===== src/rtl/dmem_port_arbiter_if.sv =====
// Data memory arbiter bus: CPU, debug and memory sides.
// slave = arbiter view, master = environment view.
interface dmem_port_arbiter_if #(
  parameter int DADR_W = 14
);
  logic              cpu_req;
  logic              cpu_we;
  logic [DADR_W-1:0] cpu_adr;
  logic [3:0]        cpu_be;
  logic [31:0]       cpu_wdata;
  logic              cpu_stall;
  logic              cpu_rvalid;
  logic [31:0]       cpu_rdata;
  logic              dbg_req;
  logic              dbg_we;
  logic              dbg_lock;
  logic [DADR_W-1:0] dbg_adr;
  logic [31:0]       dbg_wdata;
  logic              dbg_gnt;
  logic              dbg_rvalid;
  logic [31:0]       dbg_rdata;
  logic              mem_en;
  logic [3:0]        mem_we;
  logic [DADR_W-1:0] mem_adr;
  logic [31:0]       mem_wdata;
  logic [31:0]       mem_rdata;

  modport slave (
    input  cpu_req, cpu_we, cpu_adr, cpu_be, cpu_wdata,
    input  dbg_req, dbg_we, dbg_lock, dbg_adr, dbg_wdata,
    input  mem_rdata,
    output cpu_stall, cpu_rvalid, cpu_rdata,
    output dbg_gnt, dbg_rvalid, dbg_rdata,
    output mem_en, mem_we, mem_adr, mem_wdata
  );

  modport master (
    output cpu_req, cpu_we, cpu_adr, cpu_be, cpu_wdata,
    output dbg_req, dbg_we, dbg_lock, dbg_adr, dbg_wdata,
    output mem_rdata,
    input  cpu_stall, cpu_rvalid, cpu_rdata,
    input  dbg_gnt, dbg_rvalid, dbg_rdata,
    input  mem_en, mem_we, mem_adr, mem_wdata
  );
endinterface


===== src/rtl/dmem_port_arbiter.sv =====
// CPU / debug arbiter for the single-port data memory.
// ARB_PERF_CNT_EN adds the cpu_stall_cnt stall counter.
module dmem_port_arbiter #(
  parameter int DADR_W     = 14,
  parameter int STARVE_MAX = 8
) (
  input logic clk,
  input logic rst,
  dmem_port_arbiter_if.slave bus
`ifdef ARB_PERF_CNT_EN
  ,
  output logic [31:0] cpu_stall_cnt
`endif
);

  typedef enum logic [1:0] {
    S_CPU,
    S_FORCE,
    S_LOCK
  } state_t;

  localparam logic [7:0] STARVE_TOP = 8'(STARVE_MAX - 1);

  state_t            state, state_nx;
  logic [7:0]        starve_cnt, starve_nx;
  logic              cpu_gnt, dbg_gnt;
  logic              cpu_stall;
  logic              rd_pend, rd_dbg;
  logic              cpu_rv, dbg_rv;
  logic [31:0]       cpu_rdata_q, dbg_rdata_q;
  logic [DADR_W-1:0] adr_mux;
  logic [31:0]       wdata_mux;
  logic [3:0]        we_mux;

  // Grant decision, starvation count and next state
  always_comb begin
    cpu_gnt   = 1'b0;
    dbg_gnt   = 1'b0;
    state_nx  = state;
    starve_nx = '0;
    if (!rst) begin
      case (state)
        S_CPU:   dbg_gnt = bus.dbg_req && !bus.cpu_req;
        default: dbg_gnt = bus.dbg_req;
      endcase
      cpu_gnt = bus.cpu_req && !dbg_gnt;
      if (dbg_gnt)
        state_nx = bus.dbg_lock ? S_LOCK : S_CPU;
      else if (state == S_CPU && bus.dbg_req &&
               starve_cnt == STARVE_TOP)
        state_nx = S_FORCE;
      else if (state == S_LOCK && !bus.dbg_lock &&
               !bus.dbg_req)
        state_nx = S_CPU;
      if (bus.dbg_req && !dbg_gnt)
        starve_nx = (starve_cnt == STARVE_TOP) ?
                    starve_cnt : starve_cnt + 8'd1;
    end
  end

  // Memory port mux driven by whichever side holds the grant
  always_comb begin
    we_mux    = 4'h0;
    adr_mux   = '0;
    wdata_mux = '0;
    unique case (1'b1)
      cpu_gnt: begin
        we_mux    = bus.cpu_we ? bus.cpu_be : 4'h0;
        adr_mux   = bus.cpu_adr;
        wdata_mux = bus.cpu_wdata;
      end
      dbg_gnt: begin
        we_mux    = bus.dbg_we ? 4'hF : 4'h0;
        adr_mux   = bus.dbg_adr;
        wdata_mux = bus.dbg_wdata;
      end
      default: ;
    endcase
  end

  assign cpu_stall = !rst && bus.cpu_req && !cpu_gnt;
  assign cpu_rv    = !rst && rd_pend && !rd_dbg;
  assign dbg_rv    = !rst && rd_pend && rd_dbg;

  assign bus.cpu_stall  = cpu_stall;
  assign bus.dbg_gnt    = dbg_gnt;
  assign bus.mem_en     = cpu_gnt || dbg_gnt;
  assign bus.mem_we     = we_mux;
  assign bus.mem_adr    = adr_mux;
  assign bus.mem_wdata  = wdata_mux;
  assign bus.cpu_rvalid = cpu_rv;
  assign bus.dbg_rvalid = dbg_rv;
  assign bus.cpu_rdata  = cpu_rv ? bus.mem_rdata : cpu_rdata_q;
  assign bus.dbg_rdata  = dbg_rv ? bus.mem_rdata : dbg_rdata_q;

  // State, starvation counter, read-return tag and held rdata
  always_ff @(posedge clk) begin
    if (rst) begin
      state       <= S_CPU;
      starve_cnt  <= '0;
      rd_pend     <= 1'b0;
      rd_dbg      <= 1'b0;
      cpu_rdata_q <= '0;
      dbg_rdata_q <= '0;
    end else begin
      state      <= state_nx;
      starve_cnt <= starve_nx;
      rd_pend    <= (cpu_gnt && !bus.cpu_we) ||
                    (dbg_gnt && !bus.dbg_we);
      rd_dbg     <= dbg_gnt;
      if (cpu_rv) cpu_rdata_q <= bus.mem_rdata;
      if (dbg_rv) dbg_rdata_q <= bus.mem_rdata;
    end
  end

`ifdef ARB_PERF_CNT_EN
  // Saturating count of CPU stall cycles
  always_ff @(posedge clk) begin
    if (rst)
      cpu_stall_cnt <= '0;
    else if (cpu_stall && cpu_stall_cnt != '1)
      cpu_stall_cnt <= cpu_stall_cnt + 32'd1;
  end
`endif

endmodule


===== src/flat_wrapper.sv =====
// flat-port wrapper written by rule: the top's interface ports become plain ports
module dmem_port_arbiter_flat 
#(
  parameter int DADR_W     = 14,
  parameter int STARVE_MAX = 8
)
  (clk, rst, bus_cpu_req, bus_cpu_we, bus_cpu_adr, bus_cpu_be, bus_cpu_wdata, bus_dbg_req, bus_dbg_we, bus_dbg_lock, bus_dbg_adr, bus_dbg_wdata, bus_mem_rdata, bus_cpu_stall, bus_cpu_rvalid, bus_cpu_rdata, bus_dbg_gnt, bus_dbg_rvalid, bus_dbg_rdata, bus_mem_en, bus_mem_we, bus_mem_adr, bus_mem_wdata);
  dmem_port_arbiter_if #(.DADR_W(DADR_W)) bus_i ();
  input logic clk;
  input logic rst;
  input wire logic [$bits(bus_i.cpu_req)-1:0] bus_cpu_req;
  input wire logic [$bits(bus_i.cpu_we)-1:0] bus_cpu_we;
  input wire logic [$bits(bus_i.cpu_adr)-1:0] bus_cpu_adr;
  input wire logic [$bits(bus_i.cpu_be)-1:0] bus_cpu_be;
  input wire logic [$bits(bus_i.cpu_wdata)-1:0] bus_cpu_wdata;
  input wire logic [$bits(bus_i.dbg_req)-1:0] bus_dbg_req;
  input wire logic [$bits(bus_i.dbg_we)-1:0] bus_dbg_we;
  input wire logic [$bits(bus_i.dbg_lock)-1:0] bus_dbg_lock;
  input wire logic [$bits(bus_i.dbg_adr)-1:0] bus_dbg_adr;
  input wire logic [$bits(bus_i.dbg_wdata)-1:0] bus_dbg_wdata;
  input wire logic [$bits(bus_i.mem_rdata)-1:0] bus_mem_rdata;
  output wire logic [$bits(bus_i.cpu_stall)-1:0] bus_cpu_stall;
  output wire logic [$bits(bus_i.cpu_rvalid)-1:0] bus_cpu_rvalid;
  output wire logic [$bits(bus_i.cpu_rdata)-1:0] bus_cpu_rdata;
  output wire logic [$bits(bus_i.dbg_gnt)-1:0] bus_dbg_gnt;
  output wire logic [$bits(bus_i.dbg_rvalid)-1:0] bus_dbg_rvalid;
  output wire logic [$bits(bus_i.dbg_rdata)-1:0] bus_dbg_rdata;
  output wire logic [$bits(bus_i.mem_en)-1:0] bus_mem_en;
  output wire logic [$bits(bus_i.mem_we)-1:0] bus_mem_we;
  output wire logic [$bits(bus_i.mem_adr)-1:0] bus_mem_adr;
  output wire logic [$bits(bus_i.mem_wdata)-1:0] bus_mem_wdata;
  assign bus_i.cpu_req = bus_cpu_req;
  assign bus_i.cpu_we = bus_cpu_we;
  assign bus_i.cpu_adr = bus_cpu_adr;
  assign bus_i.cpu_be = bus_cpu_be;
  assign bus_i.cpu_wdata = bus_cpu_wdata;
  assign bus_i.dbg_req = bus_dbg_req;
  assign bus_i.dbg_we = bus_dbg_we;
  assign bus_i.dbg_lock = bus_dbg_lock;
  assign bus_i.dbg_adr = bus_dbg_adr;
  assign bus_i.dbg_wdata = bus_dbg_wdata;
  assign bus_i.mem_rdata = bus_mem_rdata;
  assign bus_cpu_stall = bus_i.cpu_stall;
  assign bus_cpu_rvalid = bus_i.cpu_rvalid;
  assign bus_cpu_rdata = bus_i.cpu_rdata;
  assign bus_dbg_gnt = bus_i.dbg_gnt;
  assign bus_dbg_rvalid = bus_i.dbg_rvalid;
  assign bus_dbg_rdata = bus_i.dbg_rdata;
  assign bus_mem_en = bus_i.mem_en;
  assign bus_mem_we = bus_i.mem_we;
  assign bus_mem_adr = bus_i.mem_adr;
  assign bus_mem_wdata = bus_i.mem_wdata;
  dmem_port_arbiter #(.DADR_W(DADR_W), .STARVE_MAX(STARVE_MAX)) u_core (.clk(clk), .rst(rst), .bus(bus_i));
endmodule

===== config.mk =====
export PLATFORM = sky130hd
export DESIGN_NAME = dmem_port_arbiter_flat
export DESIGN_NICKNAME = d
export VERILOG_FILES = /design/src/rtl/dmem_port_arbiter_if.sv /design/src/rtl/dmem_port_arbiter.sv /design/src/flat_wrapper.sv
export SDC_FILE = /design/constraint.sdc
export NUM_CORES = 1
export LEC_CHECK = 0
export ABC_AREA = 1
export ABC_CLOCK_PERIOD_IN_PS = 3100
export CAP_MARGIN = 40
export CORE_AREA = 2 2 103 105
export DETAILED_ROUTE_END_ITERATION = 12
export DIE_AREA = 0 0 105 107
export GPL_TIMING_DRIVEN = 0
export MAX_ROUTING_LAYER = met4
export PLACE_DENSITY = 0.83
export REMOVE_ABC_BUFFERS = 1
export SETUP_SLACK_MARGIN = 0.3
export SYNTH_ARGS = -nofsm -noshare
export SYNTH_HDL_FRONTEND = slang
export SYNTH_SLANG_ARGS = --single-unit

===== constraint.sdc =====
create_clock -name clk -period 3.1 [get_ports clk]
set_input_delay 0.62 -clock clk [delete_from_list [all_inputs] [get_ports clk]]
set_output_delay 0.62 -clock clk [all_outputs]
set_load 0.01 [all_outputs]

### Word level (Yosys, flattened, before mapping)

Index checks and enable logic that the tools add are counted.

| operators by class | value |
|---|---|
| muxes and demuxes | 15 |
| reduce and logical (&&, ||, !) cells | 28 |
| equality and inequality tests | 2 |
| bitwise logic cells | 1 |
| add/sub/neg operators | 1 |

Operators with widths:

| kind | number |
|---|---|
| 32-bit 2-to-1 mux | 2 |
| 32-bit case mux with 2 select lines | 1 |
| 14-bit case mux with 2 select lines | 1 |
| 1-bit logical AND | 14 |
| 1-bit zero test | 9 |
| 8-bit by 1-bit adder with 8-bit output (second input constant) | 1 |
| 8-bit by 3-bit equality test with 1-bit output (second input constant) | 1 |
| 2-bit 2-to-1 mux | 4 |
| 4-bit 2-to-1 mux | 2 |
| 4-bit case mux with 2 select lines | 1 |
| 1-bit 2-to-1 mux | 4 |
| 3-bit nonzero test | 1 |
| 2-bit equality test (second input constant) | 1 |
| 2-bit zero test | 1 |
| 1-bit logical OR | 2 |
| 2-bit OR reduction | 1 |
| 1-bit NOT | 1 |

| storage, ports and cells | value |
|---|---|
| output and inout port bits | 119 |
| logic and storage cells | 53 |
| input bits | 135 |
| flip-flop bits (word level) | 76 |

### Depth between registers and ports, before layout

Gate-level depths: netlist of run 1.

| logic depth | value |
|---|---|
| depth in word-level cells | 9 |
| mapped depth | 8 |
| depth with buffers taken out | 7 |

### Least setup slack after synthesis of run 1

OpenSTA, ideal clock, no wires.

| path | value |
|---|---|
| kind | input -> output |
| start point | input rst |
| end point | output bus_mem_adr[0] |
| stages on the path | 7 |
| required time | 2.480 ns |
| slack | 1.067 ns |
| path buffers | 2 |
| arrival time | 1.413 ns |
| cell sequence | buf_6 nor2_1 nand2_2 inv_4 buf_6 nand2_1 nand2_1 |

| on the way | value |
|---|---|
| longest elaborated chain between the ends | 2 |
| elaborated cells between the ends (all ways) | 3 |
| those cells by class | mux (3) |

Ends and longest elaborated chain:

| item | RTL line | text |
|---|---|---|
| start, declared | flat_wrapper.sv:10 | `input logic rst;` |
| 1-bit 2-to-1 mux | dmem_port_arbiter.sv:41 | `if (!rst) begin` |
| 14-bit case mux with 2 select lines * | dmem_port_arbiter.sv:66 | `unique case (1'b1)` |
| end, declared | flat_wrapper.sv:30 | `output wire logic [$bits(bus_i.mem_adr)-1:0] bus_mem_adr;` |

Every way passes the cells marked *; elsewhere a longest branch is shown, timed or not.

### Final worst setup path of run 1

| path | value |
|---|---|
| start point | input rst |
| end point | output bus_cpu_rdata[5] |

| on the way | value |
|---|---|
| longest elaborated chain between the ends | 4 |

Ends and longest elaborated chain:

| item | RTL line | text |
|---|---|---|
| 1-bit zero test | dmem_port_arbiter.sv:82 | `assign cpu_rv = !rst && rd_pend && !rd_dbg;` |
| 1-bit logical AND (2 in series) | dmem_port_arbiter.sv:82 |  |
| 32-bit 2-to-1 mux | dmem_port_arbiter.sv:93 | `assign bus.cpu_rdata = cpu_rv ? bus.mem_rdata : cpu_rdata_q;` |
| end, declared | flat_wrapper.sv:24 | `output wire logic [$bits(bus_i.cpu_rdata)-1:0] bus_cpu_rdata;` |

No other way between the ends.

==> metrics, run 1 <==
outcome=finished clean; kind of critical path=primary input to output pin; post-synthesis cell count=656; RR Startpoint=u_core.rd_pend; via count=4862; Overflow after GRT=0; initial antenna violation count=0; # fillers=820; Distinct cells, synth=21; CTS tree=built; clock root cell=clkbuf_8; crit path cell chain=buf_16 -> nor2_4 -> buf_6 -> nand2_8 -> buf_4 -> nand2_1 -> o21ai_1 -> inv_1 -> clkdlybuf4s50_1; average size of a mapped cell=6.077 um^2; maximum vdd drop=0.1721 mV; CP required=2.48 ns; CTS max path bufs=2; synthesized cell area=3986 um^2; Worst R2R End=u_core.dbg_rdata_q[21]; Hold Path Sink=u_core.starve_cnt[7]; number of routed nets with antenna violations=0; die area=11240 um^2; non-filler instance count after layout=1071; top-count cell post-synth=nand2_1; #FFs+latches synth=76; max_cap viols=0; Clock Skew=0.01417 ns; CP arrival=2.16 ns; via density per instance=4.540; initial drt markers=265; CP Max Fanout=39; Power Dens Cells=323.7 nW/um^2; R2R Setup Slk=1.63 ns; Hold Path Class=register to register; vias in the first global route=4427; Num CTS Buffers=9; H-tree levels=3; GPL Wtd Cong=0.8497; slowest stage cell, crit path=clkdlybuf4s50_1; DP Worst Slack=-0.4165 ns; final worst setup slack=0.3240 ns; global-route wire length before repair=22.70 mm; fin nets=1066; largest cells by area after synthesis=dfxtp_1, nand2_1, inv_1, o21ai_1, nor2_1; Tmin final=2.776 ns; Slew @ Worst Pin=0.3494 ns; dpl cell area=6535 um^2; RSZ-0062 raised after global routing=true; Primary FF master, synth=dfxtp_1; WP buf/inv=5; Slew headroom=76.62%; critical path launch point type=primary input; synth-to-layout area growth=84.78%; delay of the slowest critical-path stage=0.53 ns; row count=37; reg2reg path depth=8; Placed Cells=1018; Clock transition at path regs=0.07 ns; Crit path max-delay family=buffers and inverters; post-synthesis sequential area ratio=38.17%; CP endpoint kind=output pin; Routed Wire Length=16.33 mm; Worst-Skew Late Latency=0.35 ns; # clock sinks=76; port bufs=253; leading area contributor after synthesis=dfxtp_1; number of synthesized flops with an enable pin=0; share of layout cells above drive strength 1=8.663%; Post-synth ARST share=0%; largest net degree at the start of global routing=44; Horiz. Die Dim=105 um; Ant. Diodes=0; final slew viol count=0; residual DRC count=0; Leak Pwr=0.004800 uW; core area=10090 um^2; fmax=360.2 MHz; overall die height=107 um; Post-CTS Hold Buffers=0; initial core utilization=39.50%; WHS=0.4985 ns; All-Layer GR Usage=26.97%; Fin. Hold Viols=0; number of top-level pins=254; Hold Path Stages=2; drt pass-1 iters=4; Core Util, Final=72.99%; DPL Wire Length=10.75 mm; DR WL/cell=15.24 um; Final setup violation count=0; Final period util=89.55%; HP Start=u_core.starve_cnt[7]; Syn. warnings=0; top-area cell type share of the netlist area=38.17%; fin area=7366 um^2; Post-synth top cells=nand2_1, inv_1, nor2_1, dfxtp_1, o21ai_1
==> tightest hold or removal path: stages, from the launching register on <==
cell     delay (ns)
dfxtp_1        0.32
o21ai_0        0.07
a21oi_1        0.06
==> cell families (layout without fill, tap and decap cells) <==
logic type	after synthesis	count (layout)	synth area share, %
AOI/OAI and AO/OA	77	77	9.730
xor gates and xnor gates	3	3	0.6593
adders and majority gates	1	1	0.3138
buffers and inverters	177	452	20.18
DFF	76	76	38.17
and+or+nand+nor	322	326	30.95
==> how the worst max path moves through the flow <==
| stage | start | endpoint | slack (ns) | cells after the start |
|---|---|---|---|---|
| after floorplan | bus_cpu_req | bus_mem_we[0] | 0.29 | 5 |
| after global placement | rst | bus_mem_we[1] | -3.14 | 5 |
| after detailed placement | rst | bus_dbg_rdata[30] | -0.42 | 8 |
| after CTS | bus_cpu_req | bus_mem_wdata[1] | 0.1 | 8 |
| after global routing | rst | bus_cpu_rdata[6] | 0.25 | 9 |
| final | rst | bus_cpu_rdata[5] | 0.32 | 9 |
==> power by group <==
part	switching, uW	internal (uW)	total (uW)
combinational	283	355	638
sequential	10.9	1000	1010
clock	389	343	732
==> through the flow <==
| step | power (uW) | TNS [ns] |
|---|---|---|
| floorplan | 1214 | 0 |
| global placement | 1614 | -496.29 |
| detailed placement | 1627 | -29.33 |
| CTS | 2364 | 0 |
| global route | 2494 | 0 |
| finish | 2384 | 0 |
==> state kept, by name (all words and copies together) (netlist names) <==
name and count:
u_core.state 2, u_core.rd_dbg 1, u_core.dbg_rdata_q 32, u_core.rd_pend 1, u_core.starve_cnt 8, u_core.cpu_rdata_q 32
==> repair_timing <==
| item | CTS | global route |
|---|---|---|
| cloned | 8 | 6 |
| setup buffers | 11 | 12 |
| resized for setup | 73 | 64 |
| setup endpoints to repair | 117 | 83 |
| pin swaps | 4 | 3 |
==> layout by cell type, fill, tap and decap left out, types with 3 or more instances in the layout <==
cell,n
buf_4,21
o21ai_1,55
buf_16,4
clkbuf_8,11
inv_1,145
o21ai_2,9
clkbuf_16,3
nand3_1,7
dlygate4sd2_1,32
clkdlybuf4s15_2,3
buf_6,5
inv_8,3
nand2_8,3
clkdlybuf4s15_1,4
nor2_1,80
clkdlybuf4s50_1,167
dlymetal6s2s_1,46
nor2_4,4
nand2_1,221
dfxtp_1,75
a21oi_1,5
nand2_4,4
o21ai_0,7
nor3_1,3
==> layout make-up <==
| type | instances | area, um^2 | share of cell area, % |
|---|---|---|---|
| Clock buffer | 11 | 151.4 | 2.055 |
| Clock inverter | 5 | 42.54 | 0.5775 |
| Inverter | 146 | 555.5 | 7.542 |
| Multi-Input combinational cell | 407 | 1815 | 24.65 |
| Sequential cell | 76 | 1523 | 20.67 |
| Tap cell | 136 | 170.2 | 2.310 |
| Timing Repair Buffer | 288 | 3085 | 41.89 |
| Timing Repair inverter | 2 | 22.52 | 0.3058 |
==> routing by layer <==
layer / part of all wire [%] / global-route usage, %
met1: 40 / 30.91
met2: 51 / 46.66
met3: 6.5 / 6.261
met4: 2.9 / 8.952
met5: 0 / -
(Power assumes the default switching activity.)
==> inputs of run 2 (changes only) <==
Settings changed: SKIP_CTS_REPAIR_TIMING from default to 1.
==> metrics, run 2 (synthesis gave the netlist of run 1 again) <==
GPL Wtd Cong=0.8497; final worst setup slack=0.07149 ns; overall die height=107 um; Slew headroom=76.29%; Worst-Skew Late Latency=0.35 ns; largest net degree at the start of global routing=47; Largest regs=u_core.cpu_rdata_q: 32 flops, u_core.dbg_rdata_q: 32 flops, u_core.starve_cnt: 8 flops; CP arrival=2.41 ns; Placed Cells=1018; Fin. Hold Viols=0; DP Worst Slack=-0.4165 ns; kind of critical path=primary input to output pin; final slew viol count=0; Overflow after GRT=0; Final setup violation count=0; CP required=2.48 ns; vias in the first global route=4190; global-route wire length before repair=21.05 mm; row count=37; DPL Wire Length=10.75 mm; most frequent cells in the layout=nand2_1, clkdlybuf4s50_1, inv_1; Clock transition at path regs=0.07 ns; Tmin final=3.029 ns; Clock Skew=0.01300 ns; Switching Fraction=28.73%; # clock sinks=76; core area=10090 um^2; DR WL/cell=15.60 um; Leak Pwr=0.005061 uW; total power=2409 uW; most common cell after layout, fill and taps aside=nand2_1; residual DRC count=0; Crit path max-delay family=buffers and inverters; All-Layer GR Usage=24.63%; fin area=7570 um^2; port bufs=253; max_cap viols=0; crit path cell chain=clkdlybuf4s50_1 -> inv_1 -> nor2_4 -> nand2_8 -> clkinv_8 -> nand2_1 -> nand2_1 -> clkdlybuf4s50_1; drt pass-1 iters=5; share of layout cells above drive strength 1=9.091%; CTS tree=built; RSZ-0062 raised after global routing=true; outcome=finished clean; maximum vdd drop=0.1814 mV; sequential power share=42.0%; Final period util=97.69%; via density per instance=4.568; Slew @ Worst Pin=0.3544 ns; initial antenna violation count=0; via count=4943; Power Dens Cells=318.3 nW/um^2; Clk network pwr share=30.4%; initial drt markers=283; dpl cell area=6535 um^2; WP buf/inv=4; Num CTS Buffers=9; die area=11240 um^2; clock root cell=clkbuf_8; Horiz. Die Dim=105 um; critical path launch point type=primary input; number of routed nets with antenna violations=0; non-filler instance count after layout=1082; delay of the slowest critical-path stage=0.53 ns; slowest stage cell, crit path=clkdlybuf4s50_1; CTS max path bufs=2; Gate power share=27.6%; Hold Path Class=register to register; synth-to-layout area growth=89.89%; initial core utilization=39.50%; CP endpoint kind=output pin; CP Max Fanout=12; Net Switching=692.2 uW; number of top-level pins=254; Routed Wire Length=16.88 mm; fmax=330.2 MHz; fin nets=1077; H-tree levels=3; Internal=1717 uW; Ant. Diodes=0; WHS=0.4979 ns
run 2: per-stage QoR:
step	setup TNS [ns]	utilization [%]
final	0	75.01
after global routing	0	75.01
after CTS	-29.75	66.67
after floorplan	0	-
after global placement	-496.29	63.76
after detailed placement	-29.33	64.75
run 2: path summary, 6_finish.rpt:
path / startpoint / end / cells after the start / slack, ns
hold reg to reg: u_core.starve_cnt[7] / u_core.starve_cnt[7] / 2 / 0.50
hold / removal: u_core.starve_cnt[7] / u_core.starve_cnt[7] / 2 / 0.50
setup reg to reg: u_core.rd_pend / u_core.dbg_rdata_q[2] / 9 / 1.41
setup / recovery: bus_cpu_req / bus_mem_wdata[31] / 8 / 0.07
run 2: cell type report:
class                   instances  area [um^2]
inverters                     146        560.5
repair buffers                297         3268
clock buffers                  11        151.4
clock inverters                 5        42.54
well taps                     136        170.2
fillers                       785         2522
flip-flops and latches         76         1525
repair inverters                3        41.29
multi-input cells             408         1810
run 2: per-layer routing:
layer | track usage (%) | vias up | wire length, um
met5 | - | - | 0
met3 | 6.079 | 33 | 1124
met4 | 8.762 | 0 | 510
met1 | 28.95 | 2195 | 6723
li1 | - | 2489 | -
met2 | 41.19 | 226 | 8522
run 2: power by group through the flow:
stage / combinational (uW) / sequential, uW / clock (uW)
final: 665 / 1010 / 732
after global routing: 710 / 1010 / 783
after CTS: 596 / 1010 / 739
after detailed placement: 593 / 1030 / 0
after global placement: 582 / 1030 / 0
after floorplan: 183 / 1030 / 0
run 2: worst min-delay path: stages (launching register included):
cell     delay [ns]
dfxtp_1        0.32
o21ai_0        0.07
a21oi_1        0.06
